**src/rtl/rect_fill_scheduler.sv**
```systemverilog
// Pixel-write sequencer for the 160x120 frame: arbitrates screen-clear vs box-fill
// requests and walks the granted rectangle in raster order, one plot per cycle.
module rect_fill_scheduler #(
    parameter int XMAX = 159,
    parameter int YMAX = 119,
    parameter int XW   = 8,
    parameter int YW   = 7
) (
    input  logic          clk,
    input  logic          reset,
    input  logic          clr_req,
    output logic          clr_ack,
    input  logic          box_req,
    input  logic [XW-1:0] box_x0,
    input  logic [YW-1:0] box_y0,
    input  logic [XW-1:0] box_x1,
    input  logic [YW-1:0] box_y1,
    input  logic [2:0]    box_color,
    output logic          box_ack,
    output logic [XW-1:0] x,
    output logic [YW-1:0] y,
    output logic [2:0]    color,
    output logic          plot,
    output logic          busy
);

    typedef enum logic [1:0] {IDLE, LOAD, FILL, DONE} state_t;
    typedef enum logic {GR_CLR, GR_BOX} grant_t;

    localparam logic [XW-1:0] XMAX_C = XW'(XMAX);
    localparam logic [YW-1:0] YMAX_C = YW'(YMAX);

    state_t          state, state_nxt;
    grant_t          grant, last_grant;
    logic [XW-1:0]   xs, xe;
    logic [YW-1:0]   ye;

    logic            tie, pick_box;
    logic [XW-1:0]   x1c;
    logic [YW-1:0]   y1c;
    logic            box_empty;
    logic            last_pix;

    // On a tie the requester that did not win the previous tie goes first.
    assign tie      = clr_req & box_req;
    assign pick_box = box_req & (~clr_req | (last_grant == GR_CLR));

    assign x1c       = (box_x1 > XMAX_C) ? XMAX_C : box_x1;
    assign y1c       = (box_y1 > YMAX_C) ? YMAX_C : box_y1;
    assign box_empty = (box_x0 > x1c) || (box_y0 > y1c) ||
                       (box_x0 > XMAX_C) || (box_y0 > YMAX_C);

    assign last_pix = (x == xe) && (y == ye);

    always_comb begin
        state_nxt = state;
        case (state)
            IDLE: if (clr_req || box_req) state_nxt = LOAD;
            LOAD: state_nxt = (grant == GR_BOX && box_empty) ? DONE : FILL;
            FILL: if (last_pix) state_nxt = DONE;
            DONE: state_nxt = IDLE;
            default: state_nxt = IDLE;
        endcase
    end

    always_ff @(posedge clk or negedge reset) begin
        if (!reset) begin
            state      <= IDLE;
            grant      <= GR_CLR;
            last_grant <= GR_BOX;
            xs         <= '0;
            xe         <= '0;
            ye         <= '0;
            x          <= '0;
            y          <= '0;
            color      <= '0;
        end else begin
            state <= state_nxt;
            case (state)
                IDLE: begin
                    if (clr_req || box_req)
                        grant <= pick_box ? GR_BOX : GR_CLR;
                    if (tie)
                        last_grant <= pick_box ? GR_BOX : GR_CLR;
                end
                LOAD: begin
                    if (grant == GR_CLR) begin
                        xs    <= '0;
                        xe    <= XMAX_C;
                        ye    <= YMAX_C;
                        x     <= '0;
                        y     <= '0;
                        color <= '0;
                    end else if (!box_empty) begin
                        // Empty boxes leave x/y untouched so they never leave the frame.
                        xs    <= box_x0;
                        xe    <= x1c;
                        ye    <= y1c;
                        x     <= box_x0;
                        y     <= box_y0;
                        color <= box_color;
                    end
                end
                FILL: begin
                    if (x != xe) begin
                        x <= x + 1'b1;
                    end else if (y != ye) begin
                        x <= xs;
                        y <= y + 1'b1;
                    end
                end
                default: ;
            endcase
        end
    end

    assign plot    = (state == FILL);
    assign busy    = (state != IDLE);
    assign clr_ack = (state == DONE) && (grant == GR_CLR);
    assign box_ack = (state == DONE) && (grant == GR_BOX);

endmodule

```
**config.mk**
```make
export PLATFORM = sky130hd
export DESIGN_NAME = rect_fill_scheduler
export DESIGN_NICKNAME = d
export VERILOG_FILES = /design/src/rtl/rect_fill_scheduler.sv
export SDC_FILE = /design/constraint.sdc
export NUM_CORES = 1
export LEC_CHECK = 0
export CELL_PAD_IN_SITES_DETAIL_PLACEMENT = 1
export CELL_PAD_IN_SITES_GLOBAL_PLACEMENT = 2
export CORE_AREA = 2 2 102 104
export CTS_BUF_LIST = sky130_fd_sc_hd__clkbuf_4
export DETAILED_ROUTE_END_ITERATION = 16
export DIE_AREA = 0 0 104 106
export GPL_TIMING_DRIVEN = 1
export HOLD_SLACK_MARGIN = 0.05
export PLACE_DENSITY = 0.71
export REMOVE_ABC_BUFFERS = 1
export SLEW_MARGIN = 15
export SYNTH_ARGS = -nofsm -noshare
export SYNTH_HDL_FRONTEND = slang
export SYNTH_SLANG_ARGS = --single-unit
```
**constraint.sdc**
```tcl
create_clock -name clk -period 3.09 [get_ports clk]
set_input_delay 0.309 -clock clk [delete_from_list [all_inputs] [get_ports clk]]
set_output_delay 0.309 -clock clk [all_outputs]
set_load 0.005 [all_outputs]
```
# Word-level counts from Yosys, hierarchy flattened
# Cells that the tools add are included.
classes:
  add_sub_neg: 2
  n_lt_le_gt_ge: 6
  eq_ne: 14
  n_mux: 23
  n_bitwise: 6
  reduce_logical: 17
op_table:
  columns: ["operator", "n"]
  rows:
  - ["$mux 8", 7]
  - ["$mux 7", 7]
  - ["$gt 8x8->1 const B", 2]
  - ["$pmux 8 s2", 1]
  - ["$gt 7x7->1 const B", 2]
  - ["$pmux 7 s2", 1]
  - ["$add 8x1->8 const B", 1]
  - ["$eq 8x8->1", 1]
  - ["$gt 8x8->1", 1]
  - ["$ne 8x8->1", 1]
  - ["$pmux 2 s4", 1]
  - ["$reduce_and 2->1", 4]
  - ["$add 7x1->7 const B", 1]
  - ["$eq 7x7->1", 1]
  - ["$gt 7x7->1", 1]
  - ["$ne 7x7->1", 1]
  - ["$mux 3", 2]
  - ["$ne 2x2->1 const B", 3]
  - ["$eq 2x2->1 const B", 2]
  - ["$logic_and 1x1->1", 4]
  - ["$logic_or 1x1->1", 4]
  - ["$mux 2", 2]
  - ["$ne 2x1->1 const B", 2]
  - ["$reduce_and 4->1", 1]
  - ["10 further kinds", 15]
word_totals:
  regBits: 45
  input_bits: 37
  output_inout_bits: 22
  wordCells: 77

# Depth between registers and ports, before layout
logic_depth:
  depth_word: 9
  depth_mapped: 12
  ltp_nobuf: 11

# Worst setup path after synthesis
# No wires, ideal clock.
synth_timing:
  path_kind: "input to register"
  startpoint: "in box_x1[7]"
  endpoint: "reg color[2]"
  setup_time_ns: 0.121
  t_arrival_ns: 2.334
  required_ns: 2.969
  setup_slack_ns: 0.635
  cell_stages: 12
  path_buffers: 1
  path_cell_list: "inv_1 > nor2_1 > nor2_1 > ha_1 > nor2b_1 > o21ai_1 > a21boi_0 > o31ai_2 > nand3_4 > a21bo_1 > buf_6 > a22o_1"
synth_via:
  elab_chain_cells: 8
synth_lines:
  columns: ["element", "line", "text"]
  rows:
  - ["from (decl)", "16", "input logic [XW-1:0] box_x1,"]
  - ["$gt 8x8->1", "48", "assign x1c = (box_x1 > XMAX_C) ? XMAX_C : box_x1;"]
  - ["$mux 8 *", "48", null]
  - ["$gt 8x8->1 *", "50", "assign box_empty = (box_x0 > x1c) || (box_y0 > y1c) ||"]
  - ["$logic_or 1x1->1 * (2 in series)", "50", null]
  - ["$logic_or 1x1->1 *", "51", "(box_x0 > XMAX_C) || (box_y0 > YMAX_C);"]
  - ["$ne 2x2->1 (no line) *", null, null]
  - ["$reduce_and 2->1 (no line) *", null, null]
  - ["to (signal assigned)", "101", "color <= box_color;"]
  - ["to (decl)", "22", "output logic [2:0] color,"]
# Mark *: on every way between the ends. The rest lies on a longest branch, timed or not.
# A chain may end at the register's enable or synchronous reset.

# Final worst setup path
layout_timing:
  startpoint: "in box_y1[4]"
  endpoint: "reg y[4]"
layout_via:
  elab_chain_cells: 8
layout_lines:
  columns: ["element", "line", "text"]
  rows:
  - ["from (decl)", "17", "input logic [YW-1:0] box_y1,"]
  - ["$gt 7x7->1", "49", "assign y1c = (box_y1 > YMAX_C) ? YMAX_C : box_y1;"]
  - ["$mux 7 *", "49", null]
  - ["$gt 7x7->1 *", "50", null]
  - ["$logic_or 1x1->1 * (2 in series)", "50", null]
  - ["$logic_or 1x1->1 *", "51", null]
  - ["$ne 3x3->1 (no line) *", null, null]
  - ["$reduce_and 4->1 (no line) *", null, null]
  - ["to (signal assigned)", "100", "y <= box_y0;"]
  - ["to (signal assigned)", "109", "y <= y + 1'b1;"]
  - ["to (decl)", "21", "output logic [YW-1:0] y,"]
# Marked as above.

==> results.cfg <==
[floorplan]
io_pins = 59
fp.dieW_um = 104
die_y_um = 106
rows = 37
dieArea_um2 = 11000
start_util_pct = 28.9
core_um2 = 10000

[outcome]
run_status = complete, no violations

[synthesis]
synthXorXnorAreaFrac_pct = 7.27
synthMuxAreaShare_pct = 0.736
yosys.area.top_type = dfrtp_1
synthAdderAreaFrac_pct = 9.04
async_flop_share_pct = 100
ys.warnings.count = 0
synth-seq-cells = 45
netlist_area_um2 = 2890
yosys.area.top_type_share_pct = 38.1
synthCells = 298
ys_seq_area_share_pct = 39.0
synth_cell_type_count = 54
synth_top_family_by_area = compound AO/OA/AOI/OAI gates
synth_edf_count = 0
synth_simple_gate_area_share_pct = 14.2
avgSynthCellArea_um2 = 9.70
synth_compound_area_share_pct = 25.5
synthFlopType = dfrtp_1
synth.area.top_cells = dfrtp_1, ha_1, xnor2_1
synthTopCellsByCount = dfrtp_1, nand2_1, ha_1, o21ai_0, xnor2_1
synth.most_common_cell = dfrtp_1

[sta]
hold_viol = 0
fmax_mhz = 368
rsz0062_at_grt = no
slew_headroom_pct = 58.9
fin_ws_ps = 376
layout_min_cycle_time_ps = 2710
worst_slew_pin_slew_ps = 617
setup_viol_count_final = 0
period_share_pct = 87.8
whs_ps = 478
fin_tns_setup_ps = 0
fin_skew_ps = 10.6
maxSlewViolCount = 0

[power]
clock_power_share_pct = 32.6
power.net_switching_mw = 0.289
internal_power_mw = 0.850
p_leak_nw = 1.61
seq_power_share_pct = 51.7
power-per-cell-area_nw_per_um2 = 292
switching_share_pct = 25.4
combPwrFrac_pct = 15.7
ir_drop_v = 0.000137

[critical_path]
arrival_ps = 2980
cp_max_fo = 5
crit_type = input port to flip-flop
required_ps = 3360
worstSetupEndpointType = flip-flop
start_kind = input port

[global_route]
grt_max_degree = 46
track_usage_pct = 17.3
grt_overflow = 0
grt_pass1_wl_um = 15200
grt_antenna_before_repair = 0
first_global_vias = 2775

[drt]
postRouteAntennaNets = 0
vias_per_cell = 5.09
post_drt_wl_per_cell_um = 17.9
wl_um = 9230
vias = 2634
drcViolationCount = 0
drtPass1Iterations = 4
drtIter0Drc = 134

[job]
drv_cap = 0

[finish]
final_nets = 438
final_core_util_pct = 38.9
area_delta_synth_final_pct = 34.6
drive_gt1_share_pct = 12.6
diodes = 0
layoutNonFillerInstCount = 517

[hold_path]
hold_class = input port to asynchronous set/reset pin

[clock_network]
path_clk_slew_ps = 140
cts_tree = done
cts_buffer_depth = 2
cts_sinks = 45
cts_max_level = 2
clk-insertion-delay-late_ps = 370
numCtsBuffers = 5
cts_root_buffer = clkbuf_4

[placement]
place.detailed.hpwl_um = 7200
portBuffers = 58
post-place-ws_ps = -148
dp.cells = 509
gp_congestion = 0.783
per-layer routing:
layer,up-vias,GRT usage (%),routed length (µm)
met2,45,29.1,4420
met3,7,2.08,214
li1,1270,-,-
met4,0,3.57,87
met1,1312,24.1,4510
met5,-,0,0
per-stage QoR:
| stage | power, mW | area, µm² |
|---|---|---|
| finish | 1.14 | 3890 |
| global route | 1.19 | 3890 |
| CTS | 1.16 | 3880 |
| detailed placement | 0.780 | 3800 |
| global placement | 0.776 | 3800 |
| floorplan | 0.662 | 2830 |
logic make-up (layout without fill, tap and decap cells):
logic type / count (synthesis) / in the layout
XOR/XNOR: 24 / 24
flip-flops: 45 / 45
multiplexers: 2 / 2
AND/OR/NAND/NOR: 81 / 81
adder cells (fa/ha/maj): 21 / 21
AO/OA/AOI/OAI: 97 / 97
buffers and inverters: 28 / 111
final cells by class:
class                           instances  area, µm²
Clock buffer                            5       37.5
Sequential cell                        45       1130
Tap cell                              136        170
Multi-Input combinational cell        225       1640
Clock inverter                          2       35.0
Timing Repair Buffer                   88        818
Inverter                               16       60.1
Fill cell                            1184       6110
worst max-delay path: stages:
cell and delay [ps]:
clkdlybuf4s50_1 490, nand4_1 160, nor2b_1 190, ha_1 290, a21o_1 180, maj3_2 330, o21bai_4 180, a32oi_2 210
buf_4 220, buf_4 140, a211o_1 290
final timing paths:
kind | to | slack (ps) | startpoint | depth (start not counted)
worst max register to register | state[0]$_DFFE_PN0P_ | 810 | y[4]$_DFFE_PN0P_ | 7
worst min-delay path | color[0]$_DFFE_PN0P_ | 480 | reset | 2
max in group asynchronous | ye[4]$_DFFE_PN0P_ | 2190 | reset | 2
worst min register to register | last_grant$_DFFE_PN1P_ | 500 | last_grant$_DFFE_PN1P_ | 1
worst max-delay path | y[4]$_DFFE_PN0P_ | 380 | box_y1[4] | 11
min in group clk | last_grant$_DFFE_PN1P_ | 500 | last_grant$_DFFE_PN1P_ | 1
power by group through the flow:
stage | clock network [mW] | registers [mW] | logic (mW)
floorplan | 0 | 0.600 | 0.0614
global placement | 0 | 0.600 | 0.176
detailed placement | 0 | 0.600 | 0.180
CTS | 0.389 | 0.589 | 0.181
global route | 0.403 | 0.589 | 0.199
finish | 0.371 | 0.589 | 0.179
sequential cells by signal (all words and copies together) (netlist names):
name,count
color,3
grant,1
last_grant,1
state,2
x,8
xe,8
xs,8
y,7
ye,7
layout by cell type, fill, tap and decap left out, types with 2 or more instances in the layout:
master	Yosys	final
nor4_1	3	3
inv_1	16	16
and4_1	3	3
o22ai_1	7	7
clkbuf_4	0	5
nor2_1	15	14
buf_4	1	29
nand2_1	26	26
nor2b_1	3	3
o21ai_0	20	20
a21oi_1	6	6
clkdlybuf4s50_1	0	57
xnor2_1	18	18
a2bb2oi_1	9	9
dfrtp_1	44	44
and3_1	3	3
and2_1	3	3
o211ai_1	4	4
a32oi_1	4	4
o21ai_1	4	4
nand2b_1	2	2
xor2_1	6	6
a211o_1	3	3
a22o_1	13	13
o31a_1	2	2
ha_1	20	20
nand3_1	10	10
o22a_1	10	10
nand4_1	7	7
nor2_2	2	3
repair_timing:
item	CTS	global route
hold buffers	0	1
endpoints found under the setup margin	0	1
setup buffers	0	0
resized for setup	0	1
hold endpoints to repair	0	44
Note: power is estimated with default switching activity, not from simulation.
